$ cat src/rtl/dma_engine.sv
`default_nettype none
// ============================================================================
//  Module      : dma_engine
//  Description : Single-channel word DMA between a streaming source/sink and
//                a byte-addressed data memory, started by a rising edge of
//                the start bit in the processor-driven command word.
//  Revision    : 1.0  initial release
// ============================================================================
module dma_engine #(
    parameter int          N          = 32,
    parameter logic [31:0] ADDR_LIMIT = 32'h3D08F
) (
    input  logic         clk,
    input  logic         rst,
    input  logic [N-1:0] cmd,
    input  logic [N-1:0] src_data,
    input  logic         src_valid,
    output logic         src_ready,
    output logic [N-1:0] snk_data,
    output logic         snk_valid,
    input  logic         snk_ready,
    output logic [N-1:0] mem_address,
    output logic [N-1:0] mem_data,
    output logic         mem_wen,
    input  logic [N-1:0] mem_rdata,
    output logic         busy,
    output logic         done,
    output logic         error,
    output logic [11:0]  count
);

    localparam logic [N-1:0] c_addr_limit = N'(ADDR_LIMIT);

    typedef enum logic [2:0] {
        IDLE     = 3'd0,
        XFER_IN  = 3'd1,
        XFER_OUT = 3'd2,
        FIN      = 3'd3,
        FAULT    = 3'd4
    } state_t;

    state_t       r_state;
    logic         r_start_q;
    logic [N-1:0] r_base;
    logic [11:0]  r_len;
    logic [11:0]  r_count;
    logic         r_error;
    logic         r_done;
    logic         r_busy;

    logic         w_start;
    logic [N-1:0] w_cmd_base;
    logic [N-1:0] w_addr;
    logic         w_in_range;
    logic         w_xfer_in;
    logic         w_xfer_out;
    logic         w_beat;
    logic [11:0]  w_count_inc;

    // Start is a rising edge of cmd[31]; a held level never retriggers.
    assign w_start     = cmd[31] & ~r_start_q;
    assign w_cmd_base  = N'(cmd[29:12]);

    // Current address is base plus one word per completed beat.
    assign w_addr      = r_base + (N'(r_count) << 2);
    assign w_in_range  = (w_addr <= c_addr_limit);
    assign w_xfer_in   = (r_state == XFER_IN);
    assign w_xfer_out  = (r_state == XFER_OUT);
    assign w_beat      = (w_xfer_in & src_valid) | (w_xfer_out & snk_ready);
    assign w_count_inc = r_count + 12'd1;

    // Handshakes are combinational so the first beat can happen on the very
    // cycle a transfer state is entered; reset suppresses them immediately so
    // an abort cannot let one more write slip through.
    assign src_ready   = w_xfer_in  & w_in_range & ~rst;
    assign snk_valid   = w_xfer_out & w_in_range & ~rst;
    assign mem_wen     = src_ready & src_valid;
    assign mem_address = (w_xfer_in | w_xfer_out) ? w_addr : '0;
    assign mem_data    = w_xfer_in  ? src_data  : '0;
    assign snk_data    = w_xfer_out ? mem_rdata : '0;

    assign busy  = r_busy;
    assign done  = r_done;
    assign error = r_error;
    assign count = r_count;

    // Transfer control: command capture, beat counting and termination.
    always_ff @(posedge clk) begin
        if (rst) begin
            r_state   <= IDLE;
            r_start_q <= 1'b0;
            r_base    <= '0;
            r_len     <= '0;
            r_count   <= '0;
            r_error   <= 1'b0;
            r_done    <= 1'b0;
            r_busy    <= 1'b0;
        end else begin
            r_start_q <= cmd[31];
            r_done    <= 1'b0;
            case (r_state)
                IDLE: begin
                    if (w_start) begin
                        r_base  <= w_cmd_base;
                        r_len   <= cmd[11:0];
                        r_count <= '0;
                        r_error <= 1'b0;
                        if (cmd[11:0] == 12'd0) begin
                            r_state <= FIN;
                            r_done  <= 1'b1;
                        end else if (w_cmd_base > c_addr_limit) begin
                            r_state <= FAULT;
                        end else if (cmd[30]) begin
                            r_state <= XFER_OUT;
                            r_busy  <= 1'b1;
                        end else begin
                            r_state <= XFER_IN;
                            r_busy  <= 1'b1;
                        end
                    end
                end
                XFER_IN, XFER_OUT: begin
                    if (!w_in_range) begin
                        r_state <= FAULT;
                        r_busy  <= 1'b0;
                    end else if (w_beat) begin
                        r_count <= w_count_inc;
                        if (w_count_inc == r_len) begin
                            r_state <= FIN;
                            r_done  <= 1'b1;
                            r_busy  <= 1'b0;
                        end
                    end
                end
                FIN: begin
                    r_state <= IDLE;
                end
                FAULT: begin
                    // Flag becomes visible as the engine returns to IDLE.
                    r_error <= 1'b1;
                    r_state <= IDLE;
                end
                default: begin
                    r_state <= IDLE;
                    r_busy  <= 1'b0;
                end
            endcase
        end
    end

endmodule
`default_nettype wire

$ cat config.mk
export PLATFORM = sky130hd
export DESIGN_NAME = dma_engine
export DESIGN_NICKNAME = d
export VERILOG_FILES = /design/src/rtl/dma_engine.sv
export SDC_FILE = /design/constraint.sdc
export NUM_CORES = 1
export LEC_CHECK = 0
export ABC_AREA = 1
export CORE_MARGIN = 4
export CORE_UTILIZATION = 36
export DETAILED_ROUTE_END_ITERATION = 8
export GPL_TIMING_DRIVEN = 0
export MAX_ROUTING_LAYER = met4
export PLACE_DENSITY_LB_ADDON = 0.12
export RECOVER_POWER = 100
export SLEW_MARGIN = 5
export SYNTH_ARGS = -nofsm -noshare
export SYNTH_HDL_FRONTEND = slang
export SYNTH_SLANG_ARGS = --single-unit
$ cat constraint.sdc
create_clock -name clk -period 2.8 [get_ports clk]
set_input_delay 0.7 -clock clk [delete_from_list [all_inputs] [get_ports clk]]
set_output_delay 0.7 -clock clk [all_outputs]
set_load 0.01 [all_outputs]
==> results of run 1 <==
## worst max-delay path, delay by kind of cell, from the launching register on
| family | cells | cell delay (ns) |
|---|---|---|
| AND/OR/NAND/NOR | 14 | 1.17 |
| adder cells (fa/ha/maj) | 2 | 0.53 |
| flip-flops | 1 | 0.36 |
| buffers and inverters | 3 | 0.25 |
## logic make-up (layout without fill, tap and decap cells)
| logic type | after synthesis | in the layout | synth area share (%) |
|---|---|---|---|
| and+or+nand+nor | 381 | 381 | 41.0 |
| buffers and inverters | 163 | 403 | 16.9 |
| AOI/OAI and AO/OA | 75 | 75 | 9.96 |
| DFF | 49 | 49 | 24.5 |
| adders and majority gates | 14 | 14 | 4.56 |
| xor gates and xnor gates | 14 | 14 | 3.06 |
| other | 1 | 14 | 0.0936 |
## layout make-up
cell class	instances	share of cell area (%)
Clock inverter	2	0.216
Buffer	33	2.84
Antenna cell	1	0.0360
Sequential cell	49	14.8
Timing Repair Buffer	232	31.1
Multi-Input combinational cell	497	40.3
Clock buffer	6	1.04
Inverter	130	7.11
Tap cell	140	2.52
## cell usage in the layout, fill, tap and decap left out, types with 12 or more instances in the layout
cell             synthesis  routed
nand4_1                 12      12
a21oi_1                 31      26
nand3_1                 35      32
dfxtp_1                 49      31
nand2_1                139     117
o21ai_0                 34      34
ha_4                     0      12
dlygate4sd3_1            0      41
clkdlybuf4s50_1          0     106
dlygate4sd2_1            0      35
nand2_2                  5      18
clkbuf_1                17      14
inv_1                  126     123
conb_1                   1      13
buf_4                   13      43
nor2_1                 156     149
## per-layer routing
metal | share of wire [%] | track usage, % | vias up
met2 | 51 | 40.9 | 184
met1 | 41 | 27.8 | 2323
li1 | - | - | 2618
met3 | 6.3 | 4.03 | 27
met5 | 0 | - | -
met4 | 2.0 | 5.21 | 0
## sequential cells by signal (all words and copies together) (netlist names)
signal     count
busy           1
count         12
done           1
error          1
r_base        18
r_len         12
r_start_q      1
r_state        3
## what timing repair did
action / CTS / global route
pin swaps: 21 / 25
gates resized for setup: 144 / 70
gates cloned: 0 / 1
buffers inserted: 19 / 16
hold buffers: 0 / 0
endpoints found under the setup margin: 65 / 62
## final timing paths
path,from,endpoint,slack [ns],cells after the start
worst max-delay path,r_base[2],snk_valid,-0.52,19
worst min-delay path,r_base[0],r_base[0],0.47,2
worst max register to register,r_base[2],done,0.05,22
worst min register to register,r_base[0],r_base[0],0.47,2
## power groups by stage
stage / Clock (mW) / Combinational (mW) / Sequential, mW
6_report: 0.417 / 2.10 / 0.938
5_1_grt: 0.461 / 2.31 / 0.958
4_1_cts: 0.427 / 1.99 / 0.932
3_5_place_dp: 0 / 1.93 / 0.936
3_3_place_gp: 0 / 1.91 / 0.932
2_1_floorplan: 0 / 1.05 / 0.916
==> flow_summary_export.csv, run 1 <==
group,metric,value,unit
critical_path,crit_top_cell,"nand2_2",
timing,period_share,119,%
critical_path,crit_slowest_cell,"fa_2",
place,dp_cells,1048,
logic_synthesis,synth.top_cells.by_count,"nor2_1 (156), nand2_1 (139), inv_1 (126)",
logic_synthesis,yosysSeqAreaShare,24.5,%
grt,grt_pass1_wl,23700,um
logic_synthesis,syn_inst,697,
worst_hold_path,hp-class,"flop to flop",
job,max_cap_violations,0,
place,place_congestion,0.904,
critical_path,critPathCaptureType,"output port",
place,numPortBuffers,199,
final_layout,multi_input_area,2800,um2
clocking,htree_levels,2,
logic_synthesis,yosysTopAreaCellShare,24.5,%
outcome,violations,"setup timing",
logic_synthesis,synth.distinct_cells,38,
grt,grt_pass1_vias,4917,
grt,grt_max_degree,16,
floorplan,fp.dieArea,12900,um2
timing,period_minus_slack,3.32,ns
power,swShare,44.2,%
logic_synthesis,syn_area,4010,um2
timing,relSlewSlack,56.7,%
power,p_leak,3.59,nW
clocking,worstSkewPairLatency,0.30,ns
power,power.density,497,nW/um2
grt,grt_antenna_before_repair,0,
floorplan,io_pins,214,
timing,finalWorstSetupSlack,-0.524,ns
power,p_int,1.93,mW
final_layout,final_util,63.8,%
final_layout,seq_area,1030,um2
place,place_ws,-0.922,ns
timing,timing.hold.ws,0.468,ns
logic_synthesis,syn-mean-instance-area,5.75,um2
route,num_vias,5152,
final_layout,area_growth,73.4,%
logic_synthesis,async_flop_share,0,%
critical_path,critical-path-max-stage-delay,0.40,ns
clocking,clk_pin_slew,0.10,ns
place,placed_area,6250,um2
route,routedWlPerCell,14.1,um
final_layout,fin_area,6950,um2
critical_path,cp.arrival,2.62,ns
critical_path,required,2.10,ns
power,sequentialPowerShare,27.2,%
floorplan,start_util,36.8,%
critical_path,crit_chain,"ha_4 -> inv_2 -> fa_2 -> inv_2 -> nand2_2 -> nand2_4 -> nand3_4 -> nand2_4 -> nand2_2 -> nand2_2 -> nand2_1 -> nor2_2 -> nand3_2 -> nand2_2 -> nand2_2 -> nand2_4 -> nand2_4 -> nor3_2 -> buf_2",
critical_path,startpoint_type,"flop",
power,pwr-share-clk,12.1,%
clocking,cts_made_buffers,5,
route,vias_per_cell,4.73,
logic_synthesis,ys.flop_type,"dfxtp_1",
critical_path,path_class,"flop to output port",
place,dp_hpwl,12400,um
grt,grtUsageTotal,23.3,%
critical_path,path_max_fanout,4,
floorplan,die_y,114,um
grt,overflow,0,
power,total_power,3.45,mW
timing,maxSlewViolCount,0,
floorplan,num_rows,38,
final_layout,nFillCells,1022,
timing,finalSetupTns,-2.64,ns
logic_synthesis,ys_ff_latch,49,
power,switchingPower,1.53,mW
clocking,clockBufferDepth,2,
floorplan,core-area,10900,um2
clocking,clock-sinks,49,
power,combinationalPowerShare,60.7,%
route,drtIter0Drc,235,
final_layout,fin_cells,1090,
outcome,outcome,"complete, but fails checks",
final_layout,nNetsFinal,1062,
logic_synthesis,yosysMostFrequentCell,"nor2_1",
logic_synthesis,synth_warnings,0,
route,drt_wl_total,15400,um
route,drc,0,
timing,rsz0062_at_grt,"true",
timing,report.final.hold_viol_count,0,
logic_synthesis,synth_edf_count,0,
clocking,cts-root-buf,"clkbuf_8",
logic_synthesis,synth_largest_area_cell,"dfxtp_1",
clocking,tritoncts,"built",
timing,worst_slew_pin_slew,0.649,ns
timing,setup_violations,10,
final_layout,drive_gt1_share,18.5,%
timing,fin_skew,0.0133,ns
floorplan,die_w,114,um
logic_synthesis,synth_area_leaders,"dfxtp_1 (24%), nor2_1 (15%), nand2_1 (13%), inv_1 (12%), nand3_1 (4.4%)",
power,ir_drop,0.236,mV
timing,fmax,0.301,GHz
route,first_pass_iters,6,
route,detail-route-antenna-nets,0,
Note: power is estimated with default switching activity, not from simulation.
==> run 2, diff against run 1 <==
CELL_PAD_IN_SITES_DETAIL_PLACEMENT = 0   (was unset)
CELL_PAD_IN_SITES_GLOBAL_PLACEMENT = 1   (was unset)
CORE_UTILIZATION = 23   (was 36)
==> run 2 against run 1 <==
The flow still finishes with violations (setup timing); core utilization fell by 24 points; first-iteration DRC count fell by 19%; critical endpoint unchanged; combinational power fell by 2%; sequential share of layout area barely moved; fmax rose by 3.2%; die area rose by 52%; clock power rose by 46%; setup slack improved by 0.10 ns; critical path depth rose by 1; flip-flop and latch count did not move.
==> flow_summary_export.csv, run 2 (synthesis results as in run 1) <==
group,metric,value,unit
clocking,cts_made_buffers,5,
timing,fmax,0.310,GHz
job,max_cap_violations,0,
timing,period_share,115,%
timing,finalWorstSetupSlack,-0.421,ns
critical_path,path_class,"flop to output port",
route,routedWlPerCell,13.9,um
critical_path,startpoint_type,"flop",
timing,rsz0062_at_grt,"true",
power,p_leak,3.40,nW
final_layout,final_cell_mix,"nor2_1 (151), clkdlybuf4s50_1 (123), inv_1 (122)",
critical_path,endpoint,"snk_valid",
timing,period_minus_slack,3.22,ns
grt,grt_antenna_before_repair,0,
floorplan,io_pins,214,
critical_path,crit_top_cell,"nand2_4",
floorplan,fp.dieArea,19600,um2
final_layout,nNetsFinal,1055,
power,combinationalPowerShare,57.3,%
worst_hold_path,hp-class,"flop to flop",
power,sequentialPowerShare,25.9,%
place,placed_area,6350,um2
clocking,tritoncts,"built",
final_layout,largest_reg_flops,18,
critical_path,critPathLaunch,"count[0]",
outcome,violations,"setup timing",
timing,worst_slew_pin_slew,0.662,ns
timing,report.final.hold_viol_count,0,
final_layout,top_register,"r_base",
final_layout,fin_area,6880,um2
critical_path,critPathCaptureType,"output port",
grt,grt_max_degree,16,
route,first_pass_iters,6,
route,vias_per_cell,4.17,
place,dp_hpwl,13500,um
timing,fin_skew,0.00758,ns
floorplan,die_w,140,um
timing,setup_violations,9,
critical_path,path_max_fanout,4,
worst_hold_path,min_from,"r_base[1]",
outcome,outcome,"complete, but fails checks",
critical_path,cp.arrival,2.52,ns
power,ir_drop,0.307,mV
critical_path,crit_chain,"ha_4 -> inv_2 -> fa_2 -> inv_2 -> nand2_2 -> nand2_4 -> nand3_4 -> nand2_4 -> buf_6 -> nand2_4 -> nand2_1 -> nand2_1 -> nand2_2 -> nor2_2 -> nand2_1 -> nor2_2 -> nand2_2 -> nand2_4 -> nor3_2 -> buf_2",
critical_path,r2r_slack,0.12,ns
floorplan,start_util,23.3,%
clocking,clock-sinks,49,
floorplan,core-area,17200,um2
critical_path,crit_slowest_cell,"dfxtp_4",
power,p_int,2.07,mW
place,place_ws,-0.933,ns
route,drc,0,
floorplan,die_y,140,um
clocking,worstSkewPairLatency,0.29,ns
clocking,clockBufferDepth,2,
route,num_vias,4868,
grt,grt_pass1_wl,25300,um
clocking,cts-root-buf,"clkbuf_16",
route,detail-route-antenna-nets,0,
grt,grtUsageTotal,16.3,%
floorplan,num_rows,48,
power,total_power,3.60,mW
critical_path,critical-path-max-stage-delay,0.36,ns
clocking,htree_levels,2,
grt,grt_pass1_vias,4733,
power,power.density,524,nW/um2
timing,maxSlewViolCount,0,
place,place_congestion,0.787,
route,drt_wl_total,16200,um
critical_path,reg2regPathDepth,24,
final_layout,diodes,0,
power,pwr-share-clk,16.8,%
critical_path,reg2reg_to,"done",
clocking,clk_pin_slew,0.07,ns
place,numPortBuffers,199,
final_layout,drive_gt1_share,16.5,%
route,drtIter0Drc,191,
final_layout,final_common_cell,"nor2_1",
grt,overflow,0,
critical_path,r2r-start,"count[0]",
final_layout,area_growth,71.7,%
power,switchingPower,1.54,mW
critical_path,required,2.10,ns
power,swShare,42.7,%
timing,relSlewSlack,55.7,%
==> run 2: metrics by stage <==
stage | utilization, % | hold WS, ns | instances | TNS (ns)
6_report | 40.1 | 0.456 | 1167 | -1.72
5_1_grt | 40.1 | 0.477 | 1167 | -8.28
4_1_cts | 39.6 | 0.459 | 1156 | -1.95
3_5_place_dp | 37.0 | 0.448 | 1133 | -18.96
3_3_place_gp | 37.0 | 0.444 | 1133 | -19.17
2_1_floorplan | - | 0.430 | 709 | -0.0380
==> run 2: worst min path at each step <==
stage / to / slack [ns] / cells after the start
global placement: r_base[1] / 0.44 / 2
detailed placement: r_base[1] / 0.45 / 2
global route: r_base[1] / 0.48 / 2
finish: r_base[1] / 0.46 / 2
CTS: r_base[1] / 0.46 / 2
floorplan: r_base[0] / 0.43 / 2
==> run 2: repair_timing <==
action | 4_1_cts | 5_1_grt
setup buffers | 15 | 9
endpoints found under the setup margin | 66 | 62
pin swaps | 8 | 24
hold buffers | 0 | 0
gates cloned | 0 | 2
resized for setup | 111 | 87
endpoints found under the hold margin | 0 | 0
==> run 2: cell type report <==
cell class                      instances  area [um2]
Sequential cell                        49        1020
Timing Repair Buffer                  225        2020
Buffer                                 33         193
Fill cell                            1936       10300
Clock inverter                          2        15.0
Tap cell                              225         282
Multi-Input combinational cell        497        2720
Clock buffer                            6         129
Inverter                              130         493
==> run 2: per-layer routing <==
metal	GRT usage [%]	vias to the layer above	wire length (um)
met4	3.52	0	349
met5	-	-	0
met1	21.0	2120	7310
met2	27.6	120	7860
li1	-	2605	-
met3	2.12	23	663
==> run 2: critical path: cells and delay by family (launching register included) <==
family	cells	cell delay, ns
simple gates	14	1.03
flops	1	0.36
buf+inv	4	0.36
fa+ha+maj	2	0.47
==> run 2: power by group through the flow <==
stage	sequential, mW	clock, mW	combinational, mW
detailed placement	0.940	0	1.96
global placement	0.940	0	1.98
global route	0.951	0.651	2.30
floorplan	0.916	0	1.05
finish	0.933	0.607	2.06
CTS	0.934	0.619	2.07
